[config.mk]
export PLATFORM = sky130hd
export DESIGN_NAME = alu
export DESIGN_NICKNAME = d
export VERILOG_FILES = /design/src/rtl/alu_pkg.sv /design/src/rtl/alu_shifter.sv /design/src/rtl/alu.sv
export SDC_FILE = /design/constraint.sdc
export NUM_CORES = 1
export LEC_CHECK = 0
export CAP_MARGIN = 40
export CORE_AREA = 2 2 125 127
export DETAILED_ROUTE_END_ITERATION = 6
export DIE_AREA = 0 0 127 129
export MAX_ROUTING_LAYER = met4
export PLACE_DENSITY = 0.91
export SLEW_MARGIN = 20
export SYNTH_ARGS = -nofsm -noshare
export SYNTH_HDL_FRONTEND = slang
export SYNTH_HIERARCHICAL = 1
export SYNTH_SLANG_ARGS = --single-unit
[constraint.sdc]
create_clock -name clk_i -period 11.83 [get_ports clk_i]
set_input_delay 3.549 -clock clk_i [delete_from_list [all_inputs] [get_ports clk_i]]
set_output_delay 3.549 -clock clk_i [all_outputs]
set_load 0.05 [all_outputs]
[src/rtl/alu_pkg.sv]
// ----------------------------------------------------------------------------
// pkg_config: shared configuration for the RV32I integer ALU.
//   DATA_WIDTH   - operand/result width (only 32 is supported)
//   OP_ALU_*     - 6-bit operation encodings driven by the decoder
//   alu_op_t     - operation code type
//   shift_mode_t - selects the shifter function inside alu_shifter
// ----------------------------------------------------------------------------
package pkg_config;

    localparam int DATA_WIDTH = 32;

    typedef logic [5:0] alu_op_t;

    localparam alu_op_t OP_ALU_ADD  = 6'd0;
    localparam alu_op_t OP_ALU_SUB  = 6'd1;
    localparam alu_op_t OP_ALU_AND  = 6'd2;
    localparam alu_op_t OP_ALU_OR   = 6'd3;
    localparam alu_op_t OP_ALU_XOR  = 6'd4;
    localparam alu_op_t OP_ALU_SLT  = 6'd5;
    localparam alu_op_t OP_ALU_SLTU = 6'd6;
    localparam alu_op_t OP_ALU_SLL  = 6'd7;
    localparam alu_op_t OP_ALU_SRL  = 6'd8;
    localparam alu_op_t OP_ALU_SRA  = 6'd9;

    typedef enum logic [1:0] {
        SHIFT_SLL = 2'd0,
        SHIFT_SRL = 2'd1,
        SHIFT_SRA = 2'd2
    } shift_mode_t;

endpackage

[src/rtl/alu_shifter.sv]
// ----------------------------------------------------------------------------
// alu_shifter: combinational barrel shifter for SLL / SRL / SRA.
//   i_a      - value to shift
//   i_shamt  - shift amount (0..31)
//   i_mode   - SHIFT_SLL, SHIFT_SRL or SHIFT_SRA
//   o_result - shifted value
// ----------------------------------------------------------------------------
module alu_shifter
    import pkg_config::*;
(
    input  logic [DATA_WIDTH-1:0] i_a,
    input  logic [4:0]            i_shamt,
    input  shift_mode_t           i_mode,
    output logic [DATA_WIDTH-1:0] o_result
);

    always_comb begin
        o_result = '0;
        case (i_mode)
            SHIFT_SLL: o_result = i_a << i_shamt;
            SHIFT_SRL: o_result = i_a >> i_shamt;
            // Signed cast makes >>> replicate i_a[31] into the vacated bits.
            SHIFT_SRA: o_result = $signed(i_a) >>> i_shamt;
            default:   o_result = '0;
        endcase
    end

endmodule

[src/rtl/alu.sv]
// ----------------------------------------------------------------------------
// alu: RV32I integer ALU with a registered result (one clock of latency).
//   clk_i    - system clock, rising edge
//   rst_i    - synchronous active-high reset, clears c_o
//   alu_op_i - operation select (OP_ALU_* from pkg_config)
//   a_i      - operand A (rs1 or PC)
//   b_i      - operand B (rs2 or immediate; shift amount in b_i[4:0])
//   c_o      - registered result; unknown op codes yield zero
// ----------------------------------------------------------------------------
module alu
    import pkg_config::*;
(
    input  logic                  clk_i,
    input  logic                  rst_i,
    input  logic [5:0]            alu_op_i,
    input  logic [DATA_WIDTH-1:0] a_i,
    input  logic [DATA_WIDTH-1:0] b_i,
    output logic [DATA_WIDTH-1:0] c_o
);

    logic                  w_is_sub;
    logic [DATA_WIDTH-1:0] w_b_addend;
    logic [DATA_WIDTH:0]   w_addsub;
    logic                  w_lt_unsigned;
    logic                  w_lt_signed;
    shift_mode_t           w_shift_mode;
    logic [DATA_WIDTH-1:0] w_shift_result;
    logic [DATA_WIDTH-1:0] w_result;
    logic [DATA_WIDTH-1:0] r_result;

    // One adder serves ADD, SUB and both compares: subtraction is a + ~b + 1.
    assign w_is_sub   = (alu_op_i == OP_ALU_SUB) || (alu_op_i == OP_ALU_SLT) ||
                        (alu_op_i == OP_ALU_SLTU);
    assign w_b_addend = w_is_sub ? ~b_i : b_i;
    assign w_addsub   = {1'b0, a_i} + {1'b0, w_b_addend} +
                        {{DATA_WIDTH{1'b0}}, w_is_sub};

    // During a subtract the carry out is set exactly when a >= b (unsigned).
    assign w_lt_unsigned = ~w_addsub[DATA_WIDTH];
    // With differing signs the negative operand is the smaller one; with
    // equal signs the difference cannot overflow, so its sign bit decides.
    assign w_lt_signed   = (a_i[DATA_WIDTH-1] ^ b_i[DATA_WIDTH-1]) ?
                           a_i[DATA_WIDTH-1] : w_addsub[DATA_WIDTH-1];

    always_comb begin
        w_shift_mode = SHIFT_SLL;
        case (alu_op_i)
            OP_ALU_SRL: w_shift_mode = SHIFT_SRL;
            OP_ALU_SRA: w_shift_mode = SHIFT_SRA;
            default:    w_shift_mode = SHIFT_SLL;
        endcase
    end

    alu_shifter u_shifter (
        .i_a      (a_i),
        .i_shamt  (b_i[4:0]),
        .i_mode   (w_shift_mode),
        .o_result (w_shift_result)
    );

    always_comb begin
        w_result = '0;
        case (alu_op_i)
            OP_ALU_ADD,
            OP_ALU_SUB:  w_result = w_addsub[DATA_WIDTH-1:0];
            OP_ALU_AND:  w_result = a_i & b_i;
            OP_ALU_OR:   w_result = a_i | b_i;
            OP_ALU_XOR:  w_result = a_i ^ b_i;
            OP_ALU_SLT:  w_result = {{(DATA_WIDTH-1){1'b0}}, w_lt_signed};
            OP_ALU_SLTU: w_result = {{(DATA_WIDTH-1){1'b0}}, w_lt_unsigned};
            OP_ALU_SLL,
            OP_ALU_SRL,
            OP_ALU_SRA:  w_result = w_shift_result;
            default:     w_result = '0;
        endcase
    end

    always_ff @(posedge clk_i) begin
        if (rst_i) begin
            r_result <= '0;
        end else begin
            r_result <= w_result;
        end
    end

    assign c_o = r_result;

endmodule

==> impl_summary.md, run 1 <==
Final layout
The register with the most flip-flops in the layout has 32 of them. In the layout the commonest cells are nand2_1 (127), clkdlybuf4s50_1 (99), ha_1 (95). The fraction of layout cells with a size suffix above 1 is 9.98%. At the end of the flow, the number of nets in the layout was 1350. The area growth from synthesis to layout is 13.7%. The library cell used most frequently in the layout, excluding fill and tap cells, is nand2_1.

Setup path
STA classifies the critical path endpoint as a register. The critical path in this run is classified as in2reg. In this run the worst setup path begins at alu_op_i[3].

The endpoint of the most critical setup path is c_o[29]. STA puts the critical path data required time at around 12 ns. The startpoint kind of the worst setup timing path is a primary input. In this run the worst path has a maximum fanout of 21. At the worst endpoint, the arrival time is just under 8 ns.

Clocking
The clock transition at the registers of the reported paths is 0.06 ns. The clock sink count is 32. The clock tree synthesis step divided the H-tree into 2 levels. Clock tree synthesis selected as its root buffer the cell clkbuf_16. The TritonCTS clock tree is done. The maximum clock insertion buffer count is 2. In this run, post-CTS hold repair placed 0 buffers. TritonCTS created 5 clock buffers. The number of cells upsized or downsized after cts is 0.

The post-CTS setup buffer count is 0.

Synth
The mean instance size in the synthesized netlist is 7.88 µm². Of all flip-flops after synthesis, the portion carrying an async set or reset was 0%. The area of the mapped netlist is 8920 µm². In this run, distinct cell masters in the synthesized netlist total 78. The biggest area consumer among synthesized cells is ha_1. After synthesis the netlist holds a flip-flop and latch count of 32.

In this run the biggest area consumer among cell types represents 13.3% of the synthesized area. Among all flip-flop cells after synthesis, the most frequent one is dfxtp_1. The number of synthesis warnings is 6. The post-synthesis instance total is 1132. The net count after synthesis is 1300.

Sequential elements use 7.18% of the synthesized area. Ranked by total cell area, the synthesized netlist is headed by ha_1 (13%), mux4_2 (12%), dfxtp_1 (7.2%). The number of enable flip-flop cells after synthesis is 0.

Die
In this run the count of I/O pins placed on the die edge is roughly 100. The core footprint is 15000 µm². In this run the core area contains 45 standard-cell rows.

The die is between 100 and 150 µm tall. From left edge to right edge, the die measures 127 µm. The initial utilization of the core area, before any placement, comes to 59.6%. The overall die area is 16400 µm².

STA
Setup repair after global routing left no endpoint under its margin. The number of pins exceeding their max-slew limit in the final report came to 0. The post-route minimum period is 7.66 ns. The pin slew with the least headroom to its limit is 1.02 ns. Summed over all failing endpoints, the final setup total negative slack is 0 ns. The remaining max-slew budget at the tightest pin is between 30% and 40%. The number of endpoints with negative hold slack in the final report is 0. Timing would allow up to 131 MHz. After layout, the worst path uses 64.7% of the clock period. The total of endpoints with negative setup slack in the final report is 0.

Detailed routing
Using the TritonRoute via totals, the vias-per-cell ratio works out to 7.38. For this run, design rule violations remaining after detail routing come to 0. The initial detailed-routing violation count is ~1400. The total detailed-routing wirelength is 35800 µm. The per-cell routed wire length is ~26 µm. The remaining number of nets flagged by the antenna check after routing is 0. The length of the first detailed-routing pass in iterations is 6.

The total number of vias is 10129.

Power and ir drop
Internal power comes to 360 µW. Combinational logic burns 62.1% of the power. The clock network power share is 21.5%. The worst-case IR drop observed on VDD is 0.0791 mV. Per report_power, the sequential group accounts for 16.5% of the total. The total power after layout is ~660 µW. The switching power is 300 µW. The net switching share of the total power is a little under half. The leakage power summed over all cells is 4.19 nW. The total power divided by cell area is between 60 and 70 nW/µm².

Global route
The pin count of the biggest net entering global routing is 62. The remaining global-route overflow is 0. The met2 usage in global routing is 69.5%. The global routing met1 resource utilization is a little over half. The number of antenna violations at the first check in global routing is 2.

The most heavily used metal layer in global routing is met2. The via count of the first global-routing pass was roughly 9500. The first global-routing pass estimated 55300 µm of wire.

Global routing consumed, over all layers together, 44.9% of the routing resources. The met3 usage is 10.2%.

Run
The reported max-cap violation count is 0.

Status
The run finished with clean final reports.

Worst hold path
The cell depth of the worst hold path is 5. The worst hold path belongs to the class in2reg.

Placement
The final weighted congestion in routability-driven placement is between 1 and 1.5. The half-perimeter wire length of the detailed placement result is 27100 µm. The number of buffer cells added on primary ports is 103.
[synthesized netlist by cell type, types with 3 or more instances]
cell and number:
or3_1 5, inv_1 74, nor2_1 67, xnor2_1 39, mux4_2 49, a32oi_1 6
o21ai_0 83, nor3_1 23, a22oi_1 5, o31ai_1 4, a211oi_1 12, dfxtp_1 32
a31oi_1 8, nand3b_1 3, clkbuf_1 49, nand3_1 28, nand2_1 127, mux2_2 16
nor4_1 3, nand4_1 5, a21o_1 18, mux2i_1 58, o221ai_1 5, ha_1 95
and3_1 6, o21bai_1 4, buf_4 6, a211o_1 3, a221oi_1 31, a21oi_1 75
o22ai_1 23, o21ai_1 3, xor2_1 20, o211a_1 4, buf_6 7, mux4_1 11
buf_2 20, nor2b_1 12, and3b_1 3, o21a_1 5, o32a_1 3, o211ai_1 20
nand2b_1 12, or2_2 3
[worst max-delay path, stage by stage]
cell and delay (ns):
clkdlybuf4s50_1 0.50, or3_1 0.57, a21oi_4 0.47, buf_4 0.47, xnor2_1 0.17, ha_1 0.30
a21oi_1 0.25, o21ai_0 0.15, o31ai_1 0.46, o21ai_1 0.20, o41ai_1 0.42, xor2_1 0.18
o22ai_1 0.09
[power groups by stage]
stage               registers, mW  logic (mW)  clock network, mW
finish                      0.109       0.409              0.142
global route                0.109       0.435              0.146
CTS                         0.109       0.393              0.142
detailed placement          0.111       0.390                  0
global placement            0.111       0.386                  0
floorplan                   0.113       0.262                  0
[how the worst min path moves through the flow]
stage            start  endpoint
2_1_floorplan  a_i[31]    c_o[0]
5_1_grt         b_i[1]    c_o[1]
3_3_place_gp    b_i[2]    c_o[2]
4_1_cts         b_i[2]    c_o[2]
6_report        b_i[1]    c_o[1]
3_5_place_dp    b_i[1]    c_o[1]
[area by class of cell]
class	count	area, µm²
timing repair buffer	127	1220
fill	1274	4840
inverter	76	285
tap	188	235
sequential	32	641
clock buffer	7	153
multi-input combinational	940	7610
antenna	2	5.00
[metrics by stage]
step           utilization [%]  area (µm²)  instances  hold WS (ns)  worst slack, ns
6_report                  67.7       10100       1372          4.09             4.17
5_1_grt                   67.7       10100       1372          4.14             3.91
4_1_cts                   67.5       10100       1368          4.09             4.18
3_5_place_dp              66.5        9960       1361          4.39             3.91
3_3_place_gp              66.3        9920       1358          4.32             4.00
2_1_floorplan                -        8920       1132          3.70             5.08
[layer usage]
metal,vias up,share of wire (%)
met5,-,0
met4,0,6.7
met3,178,12
met2,817,44
met1,4766,37
li1,4368,-
[cells by family (layout without fill, tap and decap cells)]
group                    Yosys count  in the layout  synth area share [%]
flip-flops                        32             32                  7.18
multiplexers                     134            134                  24.1
other                              0              2                     0
XOR/XNOR                          59             59                  5.79
AND/OR/NAND/NOR                  307            307                  15.7
AO/OA/AOI/OAI                    344            344                  25.6
buffers and inverters            160            210                  8.04
adder cells (fa/ha/maj)           96             96                  13.6
(Power assumes the default switching activity.)
==> run 2: changes to the inputs <==
--- a/config.mk
+++ b/config.mk
@@ -6,11 +6,11 @@
 export NUM_CORES = 1
 export LEC_CHECK = 0
 export CAP_MARGIN = 40
-export CORE_AREA = 2 2 125 127
+export CORE_AREA = 2 2 126 128
 export DETAILED_ROUTE_END_ITERATION = 6
-export DIE_AREA = 0 0 127 129
+export DIE_AREA = 0 0 128 130
 export MAX_ROUTING_LAYER = met4
-export PLACE_DENSITY = 0.91
+export PLACE_DENSITY = 0.9
 export SLEW_MARGIN = 20
 export SYNTH_ARGS = -nofsm -noshare
 export SYNTH_HDL_FRONTEND = slang
==> constraint.sdc (replaced) <==
create_clock -name clk_i -period 7.3 [get_ports clk_i]
set_input_delay 2.19 -clock clk_i [delete_from_list [all_inputs] [get_ports clk_i]]
set_output_delay 2.19 -clock clk_i [all_outputs]
set_load 0.05 [all_outputs]
==> impl_summary.md, run 2 (synthesized netlist as in run 1, its figures left out) <==
Status
The flow ran to the end, and the final reports show no timing, DRC or antenna violations.

Global route
The remaining global-route overflow is 0. The pin count of the biggest net entering global routing is 54. The number of antenna violations at the first check in global routing is 2.

Global routing consumed, over all layers together, 43.9% of the routing resources. The first global-routing pass estimated ~54000 µm of wire. The via count of the first global-routing pass was around 9400.

STA
Setup repair after global routing left no endpoint under its margin. Setup total negative slack on the finished layout was measured at 0 ns. The top achievable clock speed is 160 MHz.

The number of pins exceeding their max-slew limit in the final report is 0. At the pin with the least slew margin, the transition time is ~0.96 ns. The post-route minimum period is ~6.2 ns. Across all setup checks in the final design, the least slack found is approximately 1.1 ns. The total of endpoints with negative setup slack in the final report is 0. The number of endpoints with negative hold slack in the final report is 0. The share of the clock period used by the worst path after layout is 85.6%.

The remaining max-slew budget at the tightest pin is 35.9%.

Placement
The half-perimeter wire length of the detailed placement result is around 27000 µm. Timing analysis after detailed placement gives a worst setup slack of 0.890 ns. The number of buffer cells added on primary ports is 103. The placed instance count is 1370. The final weighted congestion in routability-driven placement is ~1.0.

Setup path
The critical path's largest stage delay is 0.56 ns. The required time reported for the critical path endpoint is 7.45 ns. The worst setup path is launched from a primary input. The total buffers and inverters traversed by the critical path is 2. The highest-delay cell along the critical path is or3_1. The dominant delay contributor by cell family on the critical path is compound AO/OA/AOI/OAI gates. The arrival time at the worst endpoint is 6.39 ns.

The worst-path maximum fanout is 21. The worst setup path is of the in2reg kind. The signal on the critical path passes through clkdlybuf4s50_1 > or3_1 > a21oi_4 > buf_4 > xnor2_1 > ha_1 > a21o_1 > o31ai_1 > o21ai_1 > o41ai_1 > xor2_1 > o22ai_1. The worst setup path is captured at a register.

Detailed routing
The remaining number of nets flagged by the antenna check after routing is 0. The first detailed-routing pass took 7 iterations. The routed design has 36300 µm of wire.

The per-cell routed wire length is 26.3 µm. For this block, the via count after detailed routing is 9999. The first routing iteration left 1401 violations. For this run, design rule violations remaining after detail routing come to 0.

The detail-routed via count per cell is 7.24.

Die
In this run the standard cell core region covers around 15000 µm². The die width is 128 µm. The overall die area is 16600 µm². The number of rows created at floorplan is 46.

The height of the die is 130 µm. The number of primary I/O pins is 104. The initial core utilization is 57.8%.

Power and ir drop
The maximum ir drop on the vdd rail is 0.145 mV. The leakage power summed over all cells is 4.21 nW. The total power divided by cell area is between 100 and 150 nW/µm².

Final layout
Of the cells placed in the final design, the portion with a size suffix greater than 1 is 10.4%. The fill cell total of the finished layout is around 1300. The library cells used most frequently in the layout, excluding fill and tap cells, are nand2_1 (127), clkdlybuf4s50_1 (99), ha_1 (95). Summing all multi-input logic gate instances after layout gives between 7000 and 8000 µm². The post-route non-filler standard cell count is 1381. Relative to the synthesized area, the layout overhead comes to 14.3%. The register with the most flip-flops in the layout has 32 of them. Registers take 641 µm². The count of nets after finishing is roughly 1400. Leaving out fill and tap cells, the most frequent cell in the layout is nand2_1.

Clocking
In this run, post-CTS repair resized a total of 0 instances. The maximum clock insertion buffer count is 2. The clock transition at the registers of the reported paths is 0.06 ns. The CTS root buffer is clkbuf_16. The post-CTS setup buffer count is 0. In this run, post-CTS hold repair placed 0 buffers.

TritonCTS built the clock tree. Clock tree synthesis inserted a total of 5 buffers. The clock drives 32 sinks. The number of levels the H-tree was split into is 2.

Run
The reported max-cap violation count is 0.

Worst hold path
The class of the most critical hold timing path is in2reg.
==> run 2: tightest hold or removal path, cell delays in order <==
cell and delay [ns]:
buf_2 0.18, a21oi_1 0.14, o21ai_0 0.13, nand2_1 0.10, a21oi_1 0.08
==> run 2: final timing paths <==
kind	start	end	slack (ns)	cells past startpoint
min	b_i[3]	c_o[4]	2.58	5
max	alu_op_i[3]	c_o[29]	1.05	12
==> run 2: layout make-up <==
type | instances | share of cell area, %
inverter | 76 | 2.80
multi-input combinational | 940 | 74.6
tap | 192 | 2.36
clock inverter | 2 | 0.147
sequential | 32 | 6.29
antenna | 2 | 0.0491
clock buffer | 6 | 1.36
timing repair buffer | 131 | 12.4
==> run 2: per-layer routing <==
metal	vias up	global-route usage [%]	share of wire (%)
li1	4379	-	-
met1	4759	53.6	38
met2	706	69.0	46
met3	155	8.98	11
met4	0	22.5	5.4
met5	-	-	0
==> run 2: per-stage QoR <==
step	hold slack (ns)	utilization [%]	area, µm²	power [mW]
after floorplan	2.34	-	8920	0.609
after global placement	2.84	64.7	9980	0.811
after detailed placement	2.85	65.0	10000	0.815
after CTS	2.54	66.0	10200	1.05
after global routing	2.57	66.1	10200	1.12
final	2.58	66.1	10200	1.07
==> run 2: report_power, final <==
| part | switching (mW) | internal [mW] | leakage, nW | total, mW |
|---|---|---|---|---|
| clock network | 0.0915 | 0.136 | 0.0691 | 0.227 |
| logic | 0.400 | 0.266 | 3.88 | 0.666 |
| registers | 0.000379 | 0.176 | 0.258 | 0.176 |
